==> src/rtl/jericalla_sequencer.sv <==
// jericalla_sequencer
// Issues a stored program of up to 16 instruction words to the jericalla datapath,
// one word per cycle. It captures the datapath result and counts zero flags, then
// pulses done when the run completes.
//
// state  | meaning
// -------+----------------------------------------------------------
// IDLE   | bus carries NOP, program memory writable, waits for start
// RUN    | issues mem[pc] each non-held cycle, captures result/z_flag
// DONE   | bus carries NOP, done pulse for one cycle, back to IDLE
//
// Ports:
//   clk, rst                synchronous active-high reset
//   prog_we/addr/data       program memory write port (IDLE only)
//   start, length           run request and instruction count (clamped to 16)
//   hold                    stall: NOP on the bus, pc frozen
//   result, z_flag          combinational datapath outputs
//   instruction             17-bit instruction bus
//   busy, done, pc          status
//   last_result, zero_count run results
module jericalla_sequencer #(
    parameter int MAX_LEN = 16
) (
    input  logic        clk,
    input  logic        rst,
    input  logic        prog_we,
    input  logic [3:0]  prog_addr,
    input  logic [16:0] prog_data,
    input  logic        start,
    input  logic [4:0]  length,
    input  logic        hold,
    input  logic [31:0] result,
    input  logic        z_flag,
    output logic [16:0] instruction,
    output logic        busy,
    output logic        done,
    output logic [3:0]  pc,
    output logic [31:0] last_result,
    output logic [4:0]  zero_count
);

    typedef enum logic [1:0] {
        S_IDLE = 2'd0,
        S_RUN  = 2'd1,
        S_DONE = 2'd2
    } state_t;

    localparam logic [4:0] LEN_MAX = 5'(MAX_LEN);

    state_t      state_q, state_d;
    logic [3:0]  pc_q, pc_d;
    logic [4:0]  len_q, len_d;
    logic [31:0] last_result_q, last_result_d;
    logic [4:0]  zero_count_q, zero_count_d;
    logic        busy_q, busy_d;
    logic        done_q, done_d;

    logic [16:0] mem_q [MAX_LEN];
    logic        mem_we;
    logic        issue;

    always_comb begin
        state_d       = state_q;
        pc_d          = pc_q;
        len_d         = len_q;
        last_result_d = last_result_q;
        zero_count_d  = zero_count_q;
        mem_we        = 1'b0;
        issue         = (state_q == S_RUN) && !hold;

        case (state_q)
            S_IDLE: begin
                mem_we = prog_we;
                if (start) begin
                    len_d        = (length > LEN_MAX) ? LEN_MAX : length;
                    pc_d         = 4'd0;
                    zero_count_d = 5'd0;
                    state_d      = (len_d == 5'd0) ? S_DONE : S_RUN;
                end
            end
            S_RUN: begin
                if (!hold) begin
                    last_result_d = result;
                    zero_count_d  = zero_count_q + {4'd0, z_flag};
                    // Stop on the last index so pc never wraps past 15.
                    if ({1'b0, pc_q} == (len_q - 5'd1)) begin
                        state_d = S_DONE;
                    end else begin
                        pc_d = pc_q + 4'd1;
                    end
                end
            end
            S_DONE: begin
                state_d = S_IDLE;
            end
            default: begin
                state_d = S_IDLE;
            end
        endcase

        busy_d = (state_d != S_IDLE);
        done_d = (state_d == S_DONE);
    end

    always_ff @(posedge clk) begin
        if (rst) begin
            state_q       <= S_IDLE;
            pc_q          <= 4'd0;
            len_q         <= 5'd0;
            last_result_q <= 32'd0;
            zero_count_q  <= 5'd0;
            busy_q        <= 1'b0;
            done_q        <= 1'b0;
        end else begin
            state_q       <= state_d;
            pc_q          <= pc_d;
            len_q         <= len_d;
            last_result_q <= last_result_d;
            zero_count_q  <= zero_count_d;
            busy_q        <= busy_d;
            done_q        <= done_d;
        end
    end

    // Program memory survives reset so a program can be replayed after an abort.
    always_ff @(posedge clk) begin
        if (mem_we && !rst) begin
            mem_q[prog_addr] <= prog_data;
        end
    end

    // The bus follows hold in the same cycle, so it is decoded from the current state.
    always_comb begin
        instruction = 17'd0;
        if (issue) begin
            instruction = mem_q[pc_q];
        end
    end

    assign busy        = busy_q;
    assign done        = done_q;
    assign pc          = pc_q;
    assign last_result = last_result_q;
    assign zero_count  = zero_count_q;

endmodule

==> config.mk <==
export PLATFORM = sky130hd
export DESIGN_NAME = jericalla_sequencer
export DESIGN_NICKNAME = d
export VERILOG_FILES = /design/src/rtl/jericalla_sequencer.sv
export SDC_FILE = /design/constraint.sdc
export NUM_CORES = 1
export LEC_CHECK = 0
export ABC_AREA = 1
export CORE_MARGIN = 8
export CORE_UTILIZATION = 32
export CTS_CLUSTER_DIAMETER = 40
export DETAILED_ROUTE_END_ITERATION = 10
export GPL_ROUTABILITY_DRIVEN = 1
export PLACE_DENSITY = 0.47
export SLEW_MARGIN = 20
export SYNTH_ARGS = -nofsm -noshare
export SYNTH_HDL_FRONTEND = slang
export SYNTH_SLANG_ARGS = --single-unit
export TNS_END_PERCENT = 1
==> constraint.sdc <==
create_clock -name clk -period 4.8 [get_ports clk]
set_input_delay 0.48 -clock clk [delete_from_list [all_inputs] [get_ports clk]]
set_output_delay 0.48 -clock clk [all_outputs]
set_load 0.01 [all_outputs]
==> metrics.txt <==
status=complete, no violations; Crit Path Category=flip-flop to output pin; beginning of the worst hold path=last_result[31]; synthesized net count=1109; Post-CTS Setup Bufs=0; top cell type by total area after synthesis=edfxtp_1; CTS Buf Count=47; r2r setup slk=2.30 ns; total leakage power=5.28 nW; grt met2 use=0.239; Post-Place Cells=1650; Synth Cell Area=12800 µm²; layout cells sized above 1=0.109; fin crit period=4.07 ns; vias in the first global route=8967; Max Fanout on Critical Path=74; fin. max-slew vios=0; Req. time, crit path=4.32 ns; WL final=36300 µm; Detail Route Antenna Nets=0; Final nets=1242; hold crit path type=flip-flop to flip-flop; clock latency on the worst-skew pair=0.54 ns; die width=216 µm; via count=8768; Peak VDD IR=0.229 mV; met1 Use GR=0.197; critical path arrival=3.59 ns; most frequent cells in the layout=edfxtp_1 (272), nor2_1 (152), clkdlybuf4s50_1 (123); Main synth FF type=edfxtp_1; largest net degree at the start of global routing=125; CTS tree=built; H-tree depth=2; Setup violations, final=0; Pwr Total=6.92 mW; Slew @ Worst Pin=0.979 ns; most common cell after layout, fill and taps aside=edfxtp_1; die area=46800 µm²; drc violations=0; Vias/cell=5.05; Yosys top cell area share=0.637; CTS sink count=326; DRT iter0 DRCs=540; Synthesis Warnings=0; clock root buffer=clkbuf_16; Max Cap Violations=0; Std-Cell Rows=73; DR WL/cell=20.9 µm; met3 Track Usage GR=0.0535; Synth Register Bits=326; Achievable Freq=245 MHz; hpwl dp=19800 µm; first-pass detailed-route iteration total=5; GP Congestion=0.729; post-CTS sizing=0; final hold violation count=0; slew margin rel.=0.343; Critical Path Sink=instruction[5]; Initial Util=0.324; r2r worst-path depth=8; boundary pin count=124; crit path launch type=flip-flop; # fillers=3836; Post-Synthesis Cells=1041; Port Buffers=123; first-pass GRT wire length=55200 µm; asr flop ratio synth=0; dominant cells by area after synthesis=edfxtp_1 (64%), dfxtp_1 (8.4%), nor2_1 (4.9%); Finished Layout Cells=1737; period utilisation layout=0.849; Die H=216 µm; GRT busiest layer=met2; Post-synth EDFFs=272; Overall Global Routing Usage=0.153; reg2reg end=zero_count[3]; core area=39600 µm²; RSZ-0062 raised after global routing=false; CP Capture Type=output pin; Pwr per Cell Area=429 nW/µm²; Worst Skew=0.0160 ns; Reg2Reg Launch Point=state_q[0]; GRT Residual Overflow=0; Max Buffers Root-to-Sink=3; initial antenna violation count=2; Clock transition at path regs=0.05 ns; Setup TNS=0 ns; Hold-fix buffers, CTS=0; Seq/Total Area, Yosys=0.721; Syn-to-layout area delta=25.7%; synthesized area per cell=12.3 µm²; post-synth cell types=33
worst max-delay path, cell delays in order (launching register included):
cell and delay [ns]:
dfxtp_4 0.80, buf_4 0.71, o21ai_0 0.22, o221ai_1 0.24
o211ai_1 0.15, a21oi_1 0.20, clkdlybuf4s50_1 0.67
sequential cells by signal (all words and copies together), names as in the netlist, named ones only:
register / cells
pc: 4
last_result: 32
mem_q: 272
busy: 1
done: 1
zero_count: 5
state_q: 2
len_q: 5
synth_stat cells, types with 2 or more instances:
library cell	count
o221ai_1	53
nand4_1	10
clkbuf_2	7
o31ai_1	2
nand3_2	2
nand2_1	110
a211oi_1	2
a21oi_1	55
inv_1	25
buf_6	7
o21ai_1	22
o211ai_1	15
clkinv_1	2
o21ai_0	122
edfxtp_1	272
nand3_1	29
dfxtp_1	54
clkbuf_1	23
ha_1	4
buf_2	19
buf_4	8
a21oi_2	2
o22ai_1	16
inv_2	4
nor2_1	168
worst min-delay path by stage:
stage	to	slack [ns]	depth (start not counted)
after floorplan	len_q[4]	0.44	2
after global placement	last_result[28]	0.45	2
after detailed placement	last_result[31]	0.46	2
after CTS	last_result[30]	0.45	3
after global routing	last_result[27]	0.47	3
final	last_result[31]	0.46	2
logic make-up after synthesis:
logic type	after synthesis	share of synthesized area
buffers and inverters	98	0.0389
adders and majority gates	4	0.00390
DFF	326	0.721
and+or+nand+nor	322	0.101
xor gates and xnor gates	2	0.00137
AOI/OAI and AO/OA	289	0.134
per-stage QoR:
| step | setup WS, ns | hold slack [ns] | util | instance area, µm² |
|---|---|---|---|---|
| 6_report | 0.726 | 0.462 | 0.407 | 16100 |
| 5_1_grt | 0.473 | 0.466 | 0.407 | 16100 |
| 4_1_cts | 0.688 | 0.451 | 0.407 | 16100 |
| 3_5_place_dp | 1.28 | 0.456 | 0.368 | 14600 |
| 3_3_place_gp | 1.28 | 0.451 | 0.368 | 14600 |
| 2_1_floorplan | 2.74 | 0.444 | - | 12800 |
layer usage:
layer  routed length [µm]  up-vias
met5                   13        -
met4                  703        2
met3                 3030       60
met2                16200      278
met1                16300     4306
li1                     -     4122
final cells by class:
cell class	instances	area [µm²]	area share
Antenna cell	1	2.50	0.000155
Clock buffer	53	1240	0.0769
Clock inverter	33	294	0.0182
Inverter	32	125	0.00776
Multi-Input combinational cell	617	3120	0.194
Sequential cell	326	9260	0.574
Tap cell	525	657	0.0407
Timing Repair Buffer	150	1430	0.0889
where the power goes:
| part | total [mW] | switching, mW | internal (mW) |
|---|---|---|---|
| registers | 3.13 | 0.0263 | 3.10 |
| logic | 0.444 | 0.275 | 0.169 |
| clock network | 3.35 | 1.31 | 2.04 |
| total | 6.92 | 1.61 | 5.31 |
(Power assumes the default switching activity.)
